--- config.mk ---
export PLATFORM = sky130hd
export DESIGN_NAME = apb_slave_mem
export DESIGN_NICKNAME = d
export VERILOG_FILES = /design/src/rtl/apb_slave_mem.sv
export SDC_FILE = /design/constraint.sdc
export NUM_CORES = 2
export LEC_CHECK = 0
export ABC_CLOCK_PERIOD_IN_PS = 2890
export BUFFER_PORTS_ARGS = -buffer_cell sky130_fd_sc_hd__buf_2
export CAP_MARGIN = 5
export CORE_UTILIZATION = 55
export DETAILED_ROUTE_END_ITERATION = 10
export PLACE_DENSITY = 0.79
export SLEW_MARGIN = 10
export SYNTH_ARGS = -nofsm -noshare
export SYNTH_HDL_FRONTEND = slang
export SYNTH_SLANG_ARGS = --single-unit
--- constraint.sdc ---
create_clock -name PCLK -period 2.89 [get_ports PCLK]
set_clock_uncertainty 0.15 [all_clocks]
set_input_delay 0.867 -clock PCLK [delete_from_list [all_inputs] [get_ports PCLK]]
set_output_delay 0.867 -clock PCLK [all_outputs]
set_load 0.1 [all_outputs]
--- src/rtl/apb_slave_mem.sv ---
// APB completer in front of a word-addressed register memory.
// Programmable wait states, byte strobes and a decode-error response.
module apb_slave_mem #(
  parameter int ADDR_WIDTH  = 32,
  parameter int DATA_WIDTH  = 32,
  parameter int MEM_DEPTH   = 64,
  parameter int WAIT_STATES = 0
) (
  input  logic                    PCLK,
  input  logic                    PRESETn,
  input  logic                    PSEL,
  input  logic                    PENABLE,
  input  logic                    PWRITE,
  input  logic [ADDR_WIDTH-1:0]   PADDR,
  input  logic [DATA_WIDTH-1:0]   PWDATA,
  input  logic [DATA_WIDTH/8-1:0] PSTRB,
  output logic [DATA_WIDTH-1:0]   PRDATA,
  output logic                    PREADY,
  output logic                    PSLVERR
);

  localparam int IDX_W  = (MEM_DEPTH > 1) ? $clog2(MEM_DEPTH) : 1;
  localparam int LANES  = DATA_WIDTH / 8;
  localparam logic [ADDR_WIDTH-3:0] DEPTH_W = (ADDR_WIDTH-2)'(MEM_DEPTH);
  localparam logic [3:0] WAIT_INIT = 4'(WAIT_STATES - 1);

  typedef enum logic [1:0] {S_IDLE = 2'd0, S_WAIT = 2'd1, S_RESP = 2'd2} state_t;

  state_t                  state_q, state_d;
  logic [3:0]              cnt_q, cnt_d;
  logic                    write_q, write_d;
  logic                    err_q, err_d;
  logic [IDX_W-1:0]        idx_q, idx_d;
  logic [DATA_WIDTH-1:0]   wdata_q, wdata_d;
  logic [LANES-1:0]        strb_q, strb_d;
  logic [DATA_WIDTH-1:0]   prdata_q, prdata_d;
  logic                    pready_q, pready_d;
  logic                    pslverr_q, pslverr_d;
  logic                    mem_we_s;
  logic                    setup_s, access_s, dec_err_s;
  logic [DATA_WIDTH-1:0]   mem_q [MEM_DEPTH];

  assign setup_s   = PSEL & ~PENABLE;
  assign access_s  = PSEL & PENABLE;
  assign dec_err_s = (PADDR[1:0] != 2'b00) || (PADDR[ADDR_WIDTH-1:2] >= DEPTH_W);

  // Next-state, request latch, write enable and registered response computation.
  always_comb begin
    state_d   = state_q;
    cnt_d     = cnt_q;
    write_d   = write_q;
    err_d     = err_q;
    idx_d     = idx_q;
    wdata_d   = wdata_q;
    strb_d    = strb_q;
    prdata_d  = '0;
    pready_d  = 1'b0;
    pslverr_d = 1'b0;
    mem_we_s  = 1'b0;
    case (state_q)
      S_IDLE: begin
        if (setup_s) begin
          write_d = PWRITE;
          err_d   = dec_err_s;
          idx_d   = PADDR[IDX_W+1:2];
          wdata_d = PWDATA;
          strb_d  = PSTRB;
          if (WAIT_STATES == 0) begin
            state_d = S_RESP;
          end else begin
            state_d = S_WAIT;
            cnt_d   = WAIT_INIT;
          end
        end else begin
          state_d = S_IDLE;
        end
      end
      S_WAIT: begin
        if (!access_s) begin
          state_d = S_IDLE;
        end else if (cnt_q != 4'd0) begin
          cnt_d = cnt_q - 4'd1;
        end else begin
          state_d = S_RESP;
        end
      end
      S_RESP: begin
        state_d  = S_IDLE;
        mem_we_s = access_s & write_q & ~err_q;
      end
      default: begin
        state_d = S_IDLE;
      end
    endcase
    // Response is prepared one edge early so PREADY/PRDATA come straight from flops.
    if (state_d == S_RESP) begin
      pready_d  = 1'b1;
      pslverr_d = err_d;
      prdata_d  = (!write_d && !err_d) ? mem_q[idx_d] : '0;
    end else begin
      pready_d  = 1'b0;
    end
  end

  // Control FSM and output registers.
  always_ff @(posedge PCLK or negedge PRESETn) begin
    if (!PRESETn) begin
      state_q   <= S_IDLE;
      cnt_q     <= 4'd0;
      write_q   <= 1'b0;
      err_q     <= 1'b0;
      idx_q     <= '0;
      wdata_q   <= '0;
      strb_q    <= '0;
      prdata_q  <= '0;
      pready_q  <= 1'b0;
      pslverr_q <= 1'b0;
    end else begin
      state_q   <= state_d;
      cnt_q     <= cnt_d;
      write_q   <= write_d;
      err_q     <= err_d;
      idx_q     <= idx_d;
      wdata_q   <= wdata_d;
      strb_q    <= strb_d;
      prdata_q  <= prdata_d;
      pready_q  <= pready_d;
      pslverr_q <= pslverr_d;
    end
  end

  // Storage array; a write lands on the edge that completes the transfer.
  always_ff @(posedge PCLK or negedge PRESETn) begin
    if (!PRESETn) begin
      for (int w = 0; w < MEM_DEPTH; w++) begin
        mem_q[w] <= '0;
      end
    end else if (mem_we_s) begin
      for (int l = 0; l < LANES; l++) begin
        if (strb_q[l]) begin
          mem_q[idx_q][8*l +: 8] <= wdata_q[8*l +: 8];
        end
      end
    end
  end

  assign PRDATA  = prdata_q;
  assign PREADY  = pready_q;
  assign PSLVERR = pslverr_q;

endmodule

==> flow_summary.yaml <==
clock_network:
  clock-sinks: 2132
  clkLatencyLatePin_ns: 0.89
  clk_pin_slew_ns: 0.07
  cts_root_buf: "clkbuf_16"
  cts-htree-levels: 4
  cts_tree: "done"
  numCtsBuffers: 210
  clock_path_buffers: 3
outcome:
  status: "finished, violations left"
  violations: "setup timing"
power_and_ir_drop:
  power.internal_mw: 50.9
  power.density_mw_per_mm2: 608
  pwr-share-comb: 0.176
  power_frac_seq: 0.425
  max-vdd-ir-drop_mv: 0.556
  switching_share: 0.296
  p_switching_mw: 21.4
  leakagePower_nw: 56.3
  clkPwrFrac: 0.399
sta:
  hold_ws_ns: 0.0395
  relSlewSlack: 0.309
  clock.fmax_mhz: 278
  rsz0062_at_grt: "true"
  finalCriticalPeriod_ns: 3.60
  setup_viol: 32
  drv_slew: 0
  worst_pin_slew_ns: 1.04
  fin_crit_sh: 1.25
  setup_tns_ns: -18.36
  setup_ws_ns: -0.712
  finalHoldViolations: 0
place:
  dpl.hpwl_um: 222000
  port_buffers: 106
  place_area_sq_mm: 0.109
  pre_cts_slack_ns: -2.08
  gp_congestion: 0.974
routing:
  ant_nets: 0
  via_count: 73400
  finalWirelength_um: 334000
  first_pass_iters: 8
  vias_per_cell: 6.56
  first_iter_violations: 9210
  wl_per_cell_um: 29.9
  drc: 0
final_layout:
  layout-drive-gt1-share: 0.447
  fin_util: 0.680
  stdcell_area_sq_mm: 0.119
  num-fill-cells: 11500
  finalNetCount: 8751
  area_delta_synth_final_pct: 22.2
worst_setup_path:
  crit_start: "state_q[1]"
  crit_end: "PRDATA[15]"
  cpPeakStageDelay_ns: 0.45
  path_class: "flip-flop to flip-flop"
  crit_slowest_cell: "mux4_2"
  critPathCaptureType: "flip-flop"
  arrival_ns: 4.22
  reg2reg_to: "PRDATA[15]"
  worstSetupStartpointType: "flip-flop"
  critPathMostFrequentCell: "buf_12"
  r2r_cells: 12
  cp.required_ns: 3.51
  worstPathMaxFanout: 7
  rrSetupSlack_ns: -0.71
  crit_chain: "nor4b_4 > buf_12 > mux2i_4 > bufinv_16 > buf_12 > buf_12 > mux4_2 > a22oi_2 > buf_4 > nand4_1 > buf_4 > a221o_1"
  timing.rr.start: "state_q[1]"
yosys:
  ys_seq_area_frac: 0.548
  synthesis.area_sq_mm: 0.0973
  synth_edf_count: 0
  synth_cells: 7916
  synth_nets: 7990
  yosysUniqueCellTypes: 61
  ys_seq_elements: 2132
  async_reset_ff_frac: 1.00
  avgSynthCellArea_sq_um: 12.3
  synth_top_area_frac: 0.548
  synthTopCellsByArea: "dfrtp_1 (55%), mux2_2 (24%), nand2_1 (5.8%)"
  synth_common_cells: "dfrtp_1 (2132), mux2_2 (2048), nand2_1 (1515), clkbuf_1 (404), nand3_1 (312)"
  yosysWarnings: 0
  yosysTopAreaCell: "dfrtp_1"
  synth_ff_type: "dfrtp_1"
  synth.most_common_cell: "dfrtp_1"
floorplan:
  die-area_sq_mm: 0.179
  io-pin-count: 107
  die_h_um: 423
  initial_core_util: 0.557
  die_x_um: 423
  rows: 153
  coreArea_sq_mm: 0.175
flow_run:
  drv_cap: 0
global_route:
  grt_max_degree: 116
  grt.overflow.total: 0
  grt_pass1_vias: 75700
  antenna_found_initial: 14
  grt_pass1_wl_um: 495000
  grt_usage: 0.370
hold_path:
  hold_class: "input pin to flip-flop"
-- flip-flops by register name, summed over array words and instances, names as in the netlist --
signal and count:
mem_q 2048, PRDATA 32, wdata_q 32, idx_q 6, cnt_q 4, strb_q 4
state_q 2, PREADY 1, PSLVERR 1, err_q 1, write_q 1
-- final cells by class --
class,instances,area [sq um],share of cell area
inverter,9,83.8,0.000705
tap,2325,2910,0.0245
clock inverter,83,1200,0.0101
antenna,3,7.51,0.0000632
clock buffer,301,6070,0.0510
sequential,2132,53400,0.449
timing repair buffer,1125,12400,0.104
multi-input combinational,5199,42800,0.360
-- cell usage in the layout, fill, tap and decap left out, types with 10 or more instances in the layout --
master and instances:
a21oi_1 55, a21oi_2 13, a221o_1 15, a221oi_1 10
a22oi_1 38, a22oi_2 36, a311oi_1 42, a31oi_1 155
a32oi_1 57, a32oi_2 12, and3_1 143, buf_12 277
buf_16 16, buf_2 97, buf_4 659, buf_6 39
bufinv_16 20, clkbuf_1 44, clkbuf_16 216, clkbuf_8 47
clkinv_2 35, dfrtp_1 2099, dfrtp_2 33, dlygate4sd3_1 24
mux2_2 2048, mux2i_1 83, mux4_2 149, nand2_1 1503
nand2_2 11, nand3_1 305, nand4_1 39, nor2_1 151
nor2_2 93, nor2_4 12, o21ai_1 16, o22ai_1 15
-- through the flow --
| step | total power [mW] | cells |
|---|---|---|
| floorplan | 35.7 | 7916 |
| global placement | 41.9 | 10700 |
| detailed placement | 42.0 | 10700 |
| CTS | 71.2 | 11100 |
| global route | 73.8 | 11200 |
| finish | 72.2 | 11200 |
-- critical path, delay by kind of cell, from the launching register on --
family	cells	cell delay (ns)
multiplexers	2	0.71
flip-flops	1	0.40
AO/OA/AOI/OAI	2	0.51
buffers and inverters	6	1.16
AND/OR/NAND/NOR	2	0.55
-- worst min-delay path by stage --
stage | cells past startpoint | from | to | slack [ns]
detailed placement | 2 | wdata_q[2] | wdata_q[2] | 0.34
finish | 3 | PWDATA[14] | wdata_q[14] | 0.04
global placement | 1 | mem_q[297] | mem_q[297] | 0.33
global route | 3 | PWDATA[14] | wdata_q[14] | 0.04
CTS | 3 | PWDATA[23] | wdata_q[23] | 0.0003
floorplan | 2 | strb_q[0] | strb_q[0] | 0.31
-- power groups by stage --
stage | clock network, mW | logic, mW | registers (mW)
after detailed placement | 0 | 10.8 | 31.2
after CTS | 28.9 | 11.6 | 30.7
after floorplan | 0 | 5.13 | 30.6
final | 28.8 | 12.7 | 30.7
after global routing | 30.0 | 13.0 | 30.7
after global placement | 0 | 10.7 | 31.2
-- layer usage --
layer,GRT usage,part of all wire
met1,0.475,0.36
met2,0.547,0.44
met3,0.112,0.12
met4,0.239,0.077
met5,0,0.00054
-- kinds of logic (layout without fill, tap and decap cells) --
group	Yosys count	count (layout)	synth area share
AND/OR/NAND/NOR	2328	2328	0.101
multiplexers	2295	2295	0.282
flip-flops	2132	2132	0.548
buffers and inverters	585	1518	0.0268
AO/OA/AOI/OAI	573	573	0.0419
XOR/XNOR	2	2	0.000180
adder cells (fa/ha/maj)	1	1	0.000129
other	0	3	0
-- timing repair --
| item | CTS | global route |
|---|---|---|
| setup endpoints to repair | 40 | 32 |
| cloned | 9 | 6 |
| setup buffers | 32 | 49 |
| gates resized for setup | 179 | 122 |
| pin swaps | 61 | 82 |
| hold endpoints to repair | 112 | 0 |
| hold buffers | 24 | 0 |
(Power assumes the default switching activity.)
